===== config.mk =====
export PLATFORM = sky130hd
export DESIGN_NAME = vga_timing_gen
export DESIGN_NICKNAME = d
export VERILOG_FILES = /design/src/rtl/vga_pkg.sv /design/src/rtl/vga_pattern.sv /design/src/rtl/vga_timing_gen.sv
export SDC_FILE = /design/constraint.sdc
export NUM_CORES = 1
export LEC_CHECK = 0
export BUFFER_PORTS_ARGS = -buffer_cell sky130_fd_sc_hd__clkbuf_2
export CAP_MARGIN = 15
export CORE_UTILIZATION = 43
export DETAILED_ROUTE_END_ITERATION = 16
export GPL_TIMING_DRIVEN = 0
export HOLD_SLACK_MARGIN = 0.02
export PLACE_DENSITY_LB_ADDON = 0.08
export SYNTH_ARGS = -nofsm -noshare
export SYNTH_HDL_FRONTEND = slang
export SYNTH_SLANG_ARGS = --single-unit

===== constraint.sdc =====
create_clock -name csi_clk -period 4.6 [get_ports csi_clk]
set_input_delay 0.92 -clock csi_clk [delete_from_list [all_inputs] [get_ports csi_clk]]
set_output_delay 0.92 -clock csi_clk [all_outputs]
set_load 0.01 [all_outputs]

===== src/rtl/vga_pkg.sv =====
// Shared VGA definitions: pattern mode encodings, the timing record and the
// standard 640x480@60 timing set used as parameter defaults.
package vga_pkg;

  typedef enum logic [1:0] {
    MODE_BLACK   = 2'd0,
    MODE_BARS    = 2'd1,
    MODE_CHECKER = 2'd2,
    MODE_EXT     = 2'd3
  } vga_mode_e;

  typedef struct packed {
    int unsigned h_active;
    int unsigned h_fp;
    int unsigned h_sync;
    int unsigned h_bp;
    int unsigned v_active;
    int unsigned v_fp;
    int unsigned v_sync;
    int unsigned v_bp;
  } vga_timing_t;

  localparam int unsigned VGA640_H_ACTIVE = 640;
  localparam int unsigned VGA640_H_FP     = 16;
  localparam int unsigned VGA640_H_SYNC   = 96;
  localparam int unsigned VGA640_H_BP     = 48;
  localparam int unsigned VGA640_V_ACTIVE = 480;
  localparam int unsigned VGA640_V_FP     = 10;
  localparam int unsigned VGA640_V_SYNC   = 2;
  localparam int unsigned VGA640_V_BP     = 33;

  localparam vga_timing_t VGA_640X480_60 = '{
    h_active: VGA640_H_ACTIVE, h_fp: VGA640_H_FP,
    h_sync:   VGA640_H_SYNC,   h_bp: VGA640_H_BP,
    v_active: VGA640_V_ACTIVE, v_fp: VGA640_V_FP,
    v_sync:   VGA640_V_SYNC,   v_bp: VGA640_V_BP
  };

  function automatic int unsigned line_total(input vga_timing_t t);
    return t.h_active + t.h_fp + t.h_sync + t.h_bp;
  endfunction

  function automatic int unsigned frame_total(input vga_timing_t t);
    return t.v_active + t.v_fp + t.v_sync + t.v_bp;
  endfunction

endpackage


===== src/rtl/vga_pattern.sv =====
// Test-pattern colour source: colour bars, checkerboard and external RGB.
// Output is combinational; the top registers it on the pixel strobe.
module vga_pattern
  import vga_pkg::*;
#(
  parameter int H_ACTIVE = 640,
  parameter int COLOR_W  = 8
) (
  input  logic                   csi_clk,
  input  logic                   csi_reset_n,
  input  logic                   pix_en,
  input  logic                   line_end,
  input  logic                   chk_bit,
  input  logic [1:0]             mode,
  input  logic [3*COLOR_W-1:0]   ext_rgb,
  output logic [3*COLOR_W-1:0]   rgb
);

  localparam int BAR_W  = H_ACTIVE / 8;
  localparam int BAR_PW = (BAR_W > 1) ? $clog2(BAR_W) : 1;
  localparam logic [BAR_PW-1:0] BAR_LAST = BAR_PW'(BAR_W - 1);

  logic [BAR_PW-1:0] bar_px;
  logic [2:0]        bar_idx;

  // Bar counters track the pixel currently on the counters, so they are
  // cleared when the line wraps and hold zero while h is 0.
  always_ff @(posedge csi_clk or negedge csi_reset_n) begin
    if (!csi_reset_n) begin
      bar_px  <= '0;
      bar_idx <= '0;
    end else if (pix_en) begin
      if (line_end) begin
        bar_px  <= '0;
        bar_idx <= '0;
      end else if (bar_px == BAR_LAST) begin
        bar_px  <= '0;
        bar_idx <= bar_idx + 3'd1;
      end else begin
        bar_px <= bar_px + BAR_PW'(1);
      end
    end
  end

  always_comb begin
    rgb = '0;
    case (vga_mode_e'(mode))
      MODE_BLACK:   rgb = '0;
      MODE_BARS:    rgb = {{COLOR_W{~bar_idx[1]}},
                           {COLOR_W{~bar_idx[2]}},
                           {COLOR_W{~bar_idx[0]}}};
      MODE_CHECKER: rgb = {(3*COLOR_W){chk_bit}};
      MODE_EXT:     rgb = ext_rgb;
      default:      rgb = '0;
    endcase
  end

endmodule


===== src/rtl/vga_timing_gen.sv =====
// Parametrised VGA timing generator: pixel-enable divider, h/v counters,
// frame-latched pattern mode and a registered sync/blank/colour output stage.
module vga_timing_gen
  import vga_pkg::*;
#(
  parameter int H_ACTIVE  = VGA640_H_ACTIVE,
  parameter int H_FP      = VGA640_H_FP,
  parameter int H_SYNC    = VGA640_H_SYNC,
  parameter int H_BP      = VGA640_H_BP,
  parameter int V_ACTIVE  = VGA640_V_ACTIVE,
  parameter int V_FP      = VGA640_V_FP,
  parameter int V_SYNC    = VGA640_V_SYNC,
  parameter int V_BP      = VGA640_V_BP,
  parameter bit SYNC_POL  = 1'b0,
  parameter int CLK_DIV   = 2,
  parameter int COLOR_W   = 8,
  parameter int CHK_SHIFT = 5
) (
  input  logic                                          csi_clk,
  input  logic                                          csi_reset_n,
  input  logic [1:0]                                    coe_mode,
  input  logic [3*COLOR_W-1:0]                          coe_ext_rgb,
  output logic [$clog2(H_ACTIVE+H_FP+H_SYNC+H_BP)-1:0]  coe_x,
  output logic [$clog2(V_ACTIVE+V_FP+V_SYNC+V_BP)-1:0]  coe_y,
  output logic                                          coe_pix_en,
  output logic                                          coe_frame_start,
  output logic                                          coe_hsync,
  output logic                                          coe_vsync,
  output logic                                          coe_blank_n,
  output logic [COLOR_W-1:0]                            coe_red,
  output logic [COLOR_W-1:0]                            coe_green,
  output logic [COLOR_W-1:0]                            coe_blue
);

  localparam vga_timing_t TIMING = '{
    h_active: H_ACTIVE, h_fp: H_FP, h_sync: H_SYNC, h_bp: H_BP,
    v_active: V_ACTIVE, v_fp: V_FP, v_sync: V_SYNC, v_bp: V_BP
  };
  localparam int H_TOTAL = line_total(TIMING);
  localparam int V_TOTAL = frame_total(TIMING);
  localparam int X_W     = $clog2(H_TOTAL);
  localparam int Y_W     = $clog2(V_TOTAL);
  localparam int DIV_W   = (CLK_DIV > 1) ? $clog2(CLK_DIV) : 1;

  localparam logic [DIV_W-1:0] DIV_LAST = DIV_W'(CLK_DIV - 1);
  localparam logic [X_W-1:0]   H_LAST   = X_W'(H_TOTAL - 1);
  localparam logic [Y_W-1:0]   V_LAST   = Y_W'(V_TOTAL - 1);

  localparam int HS_START = H_ACTIVE + H_FP;
  localparam int HS_END   = H_ACTIVE + H_FP + H_SYNC;
  localparam int VS_START = V_ACTIVE + V_FP;
  localparam int VS_END   = V_ACTIVE + V_FP + V_SYNC;

  logic [DIV_W-1:0]     div_cnt;
  logic [DIV_W-1:0]     div_next;
  logic                 pix_en;
  logic [X_W-1:0]       h_cnt;
  logic [Y_W-1:0]       v_cnt;
  vga_mode_e            mode_q;
  vga_mode_e            mode_in;
  vga_mode_e            mode_eff;
  logic                 frame_start;
  logic                 line_end;
  logic                 active;
  logic                 hs;
  logic                 vs;
  logic                 chk_bit;
  logic [3*COLOR_W-1:0] pattern_rgb;
  logic [3*COLOR_W-1:0] rgb_q;
  logic                 blank_q;
  logic                 hsync_q;
  logic                 vsync_q;

  always_comb begin
    div_next = div_cnt + DIV_W'(1);
    if (div_cnt == DIV_LAST) div_next = '0;
  end

  // pix_en is registered so it stays low in reset even when CLK_DIV is 1;
  // out of reset it is high exactly while div_cnt sits at its last value.
  always_ff @(posedge csi_clk or negedge csi_reset_n) begin
    if (!csi_reset_n) begin
      div_cnt <= '0;
      pix_en  <= 1'b0;
    end else begin
      div_cnt <= div_next;
      pix_en  <= (div_next == DIV_LAST);
    end
  end

  assign line_end    = (h_cnt == H_LAST);
  assign frame_start = pix_en && (h_cnt == '0) && (v_cnt == '0);

  always_ff @(posedge csi_clk or negedge csi_reset_n) begin
    if (!csi_reset_n) begin
      h_cnt <= '0;
      v_cnt <= '0;
    end else if (pix_en) begin
      if (line_end) begin
        h_cnt <= '0;
        v_cnt <= (v_cnt == V_LAST) ? '0 : v_cnt + Y_W'(1);
      end else begin
        h_cnt <= h_cnt + X_W'(1);
      end
    end
  end

  // The newly requested mode already applies to the frame-start pixel itself.
  assign mode_in  = vga_mode_e'(coe_mode);
  assign mode_eff = frame_start ? mode_in : mode_q;

  always_ff @(posedge csi_clk or negedge csi_reset_n) begin
    if (!csi_reset_n) mode_q <= MODE_BLACK;
    else if (frame_start) mode_q <= mode_in;
  end

  assign active  = (int'(h_cnt) < H_ACTIVE) && (int'(v_cnt) < V_ACTIVE);
  assign hs      = (int'(h_cnt) >= HS_START) && (int'(h_cnt) < HS_END);
  assign vs      = (int'(v_cnt) >= VS_START) && (int'(v_cnt) < VS_END);
  assign chk_bit = h_cnt[CHK_SHIFT] ^ v_cnt[CHK_SHIFT];

  vga_pattern #(
    .H_ACTIVE (H_ACTIVE),
    .COLOR_W  (COLOR_W)
  ) u_pattern (
    .csi_clk     (csi_clk),
    .csi_reset_n (csi_reset_n),
    .pix_en      (pix_en),
    .line_end    (line_end),
    .chk_bit     (chk_bit),
    .mode        (mode_eff),
    .ext_rgb     (coe_ext_rgb),
    .rgb         (pattern_rgb)
  );

  always_ff @(posedge csi_clk or negedge csi_reset_n) begin
    if (!csi_reset_n) begin
      blank_q <= 1'b0;
      hsync_q <= ~SYNC_POL;
      vsync_q <= ~SYNC_POL;
      rgb_q   <= '0;
    end else if (pix_en) begin
      blank_q <= active;
      hsync_q <= hs ? SYNC_POL : ~SYNC_POL;
      vsync_q <= vs ? SYNC_POL : ~SYNC_POL;
      rgb_q   <= active ? pattern_rgb : '0;
    end
  end

  assign coe_x           = h_cnt;
  assign coe_y           = v_cnt;
  assign coe_pix_en      = pix_en;
  assign coe_frame_start = frame_start;
  assign coe_hsync       = hsync_q;
  assign coe_vsync       = vsync_q;
  assign coe_blank_n     = blank_q;
  assign coe_red         = rgb_q[3*COLOR_W-1 -: COLOR_W];
  assign coe_green       = rgb_q[2*COLOR_W-1 -: COLOR_W];
  assign coe_blue        = rgb_q[COLOR_W-1:0];

endmodule

==> results.cfg <==
[routing]
via_per_inst = 5.373
finalWirelength_um = 6902
drt_iter0_drc = 85
wl_per_cell_um = 15.24
vias = 2434
ant_nets = 0
remaining_drc_errors = 0
firstDrtPassIters = 4

[clock_tree]
cts_setup_buffers = 0
cts-root-buf = clkbuf_8
clock-sinks = 60
clk_latency_ns = 0.34
numCtsBuffers = 9
clkTransAtPathRegs_ns = 0.07
cts_buffer_depth = 2
cts-resized-gates = 0
cts_hold_buffers = 0
cts_tree = built
htree_levels = 3

[timing]
drv_slew = 0
hold_slack_ns = 0.4842
setup_tns_ns = 0
fmax_mhz = 343.6
setup_viol = 0
slew-limit-headroom = 0.4450
hold_viol_final = 0
rsz0062_at_grt = no
min_period_ns = 2.910
period_share = 0.6327
fin_skew_ns = 0.01050
worst_pin_slew_ns = 0.8325

[cells_and_area]
final_cell_mix = clkbuf_2, dfrtp_1, a21oi_1, o2bb2ai_1, nand2_1
final_common_cell = clkbuf_2
postLayoutCellArea_um2 = 3684
antenna_cells = 0
area_growth_pct = 23.54
final_cells = 453
layout.nets = 405
drive_gt1_frac = 0.3165

[logic_synthesis]
synth_nets = 318
syn_avg_cell_area_um2 = 10.50
synth.top_cell.area_share = 0.4868
ys_seq_area_frac = 0.5044
ys_types = 43
synthTopCellsByArea = dfrtp_1, o2bb2ai_1, a21oi_1, nand2_1, o221ai_4
synth_ff_type = dfrtp_1
synth_top_cell_by_area = dfrtp_1
ys_ff_latch = 60
ys_warn_count = 0
async_flop_share = 1.000
synthCells = 284
syn-cell-area_um2 = 2982
synth-edff-count = 0

[hold_path]
min_delay_worst_endpoint = rgb_q[9]$_DFFE_PN0P_
min_from = rgb_q[9]$_DFFE_PN0P_
min_path_type = reg -> reg
whs_path_depth = 1

[placed_design]
port_buffers = 76
placed_cells_incl_taps = 437
place_hpwl_um = 4886
placed_area_um2 = 3461
routabilityCongestion = 0.8042

[floorplan]
core_area_um2 = 6531
die_x_um = 85.27
die_area_um2 = 7271
num_rows = 29
initial_utilization = 0.4565
die_y_um = 85.27
ios = 77

[power_and_ir_drop]
intPower_uw = 886.4
powerDensity_nw_per_um2 = 316.7
leakage_nw = 1.713
power.share.clock = 0.456
power_mw = 1.167
p_switching_uw = 280.2
p_sw_frac = 0.2402
peakVddDrop_uv = 192.8
p_comb_frac = 0.070
p_seq_frac = 0.474

[worst_setup_path]
required_ns = 3.68
cp-end-kind = primary output
critical_path_class = reg -> out
cp-start-kind = register
crit_fanout = 9
arrival_ns = 1.99
reg2reg_to = rgb_q[15]$_DFFE_PN0P_
regToRegSetupSlack_ns = 2.10
reg2reg_from = coe_x[0]$_DFFE_PN0P_
worstRegToRegCells = 9

[status]
status = complete, no violations

[global_route]
antenna_found_initial = 0
grt_max_degree = 61
grt_pass1_wl_um = 11470
grt_pass1_vias = 2255
grt_overflow = 0
track_usage = 0.2038

[flow_run]
cap_violations = 0
==> flip-flops by register name, summed over array words and instances, names as in the netlist <==
| name | cells |
|---|---|
| rgb_q | 24 |
| coe_x | 10 |
| coe_y | 10 |
| u_pattern.bar_px | 7 |
| u_pattern.bar_idx | 3 |
| mode_q | 2 |
| coe_blank_n | 1 |
| coe_hsync | 1 |
| coe_pix_en | 1 |
| coe_vsync | 1 |
==> cell usage after synthesis, types with 3 or more instances <==
master and instances:
nand2_1 23, nand4_1 10, o31ai_1 3, or2_2 3, inv_1 11, mux2i_1 4
dfrtp_1 58, xor2_1 8, xnor2_1 8, and3_1 5, clkbuf_1 5, o221ai_4 3
o21ai_0 13, nor4_1 3, buf_2 4, a21oi_1 31, nand3_1 9, nor2_1 21
ha_1 6, o2bb2ai_1 24
==> layer usage <==
layer,global-route usage,wire length [µm],vias up,share of wire
met1,0.3046,3443,1169,0.50
met4,0.08182,95,0,0.014
met5,0,0,-,0
li1,-,-,1205,-
met3,0.03502,270,9,0.039
met2,0.2940,3093,51,0.45
==> critical path, stage by stage, from the launching register on <==
cell and delay [ns]:
dfrtp_1 0.42, inv_1 0.11, ha_1 0.15, nor4b_2 0.17
nand4_1 0.23, nor2_4 0.37, clkbuf_2 0.21
==> area by class of cell <==
type	instances	area, µm²
Clock buffer	9	123.9
Inverter	12	45.04
Timing Repair Buffer	76	382.9
Fill cell	604	2848
Tap cell	77	96.34
Buffer	12	65.06
Sequential cell	60	1504
Multi-Input combinational cell	200	1368
Clock inverter	7	98.84
==> worst max-delay path by stage <==
stage | startpoint | end | slack (ns)
floorplan | coe_x[0]$_DFFE_PN0P_ | coe_frame_start | 2.37
global placement | coe_x[0]$_DFFE_PN0P_ | coe_frame_start | 2.06
detailed placement | coe_x[0]$_DFFE_PN0P_ | coe_frame_start | 2.05
CTS | coe_x[0]$_DFFE_PN0P_ | coe_frame_start | 1.67
global route | coe_x[0]$_DFFE_PN0P_ | coe_frame_start | 1.53
finish | coe_x[0]$_DFFE_PN0P_ | coe_frame_start | 1.69
==> cell families after synthesis <==
family / Yosys count / share of synthesized area
AO/OA/AOI/OAI: 77 / 0.1863
XOR/XNOR: 16 / 0.04700
adder cells (fa/ha/maj): 6 / 0.02518
buffers and inverters: 24 / 0.03693
flip-flops: 60 / 0.5044
multiplexers: 6 / 0.02098
AND/OR/NAND/NOR: 95 / 0.1792
==> through the flow <==
stage	setup WS [ns]	util
floorplan	2.370	-
global placement	2.060	0.5295
detailed placement	2.046	0.5299
CTS	1.668	0.5640
global route	1.535	0.5640
finish	1.690	0.5640
==> power groups by stage <==
stage	Combinational, mW	Sequential [mW]	Clock [mW]
finish	0.0812	0.553	0.532
global route	0.0915	0.556	0.565
CTS	0.0834	0.554	0.547
detailed placement	0.0835	0.563	0
global placement	0.0822	0.563	0
floorplan	0.0298	0.570	0
Power figures use the tool's default switching activity.
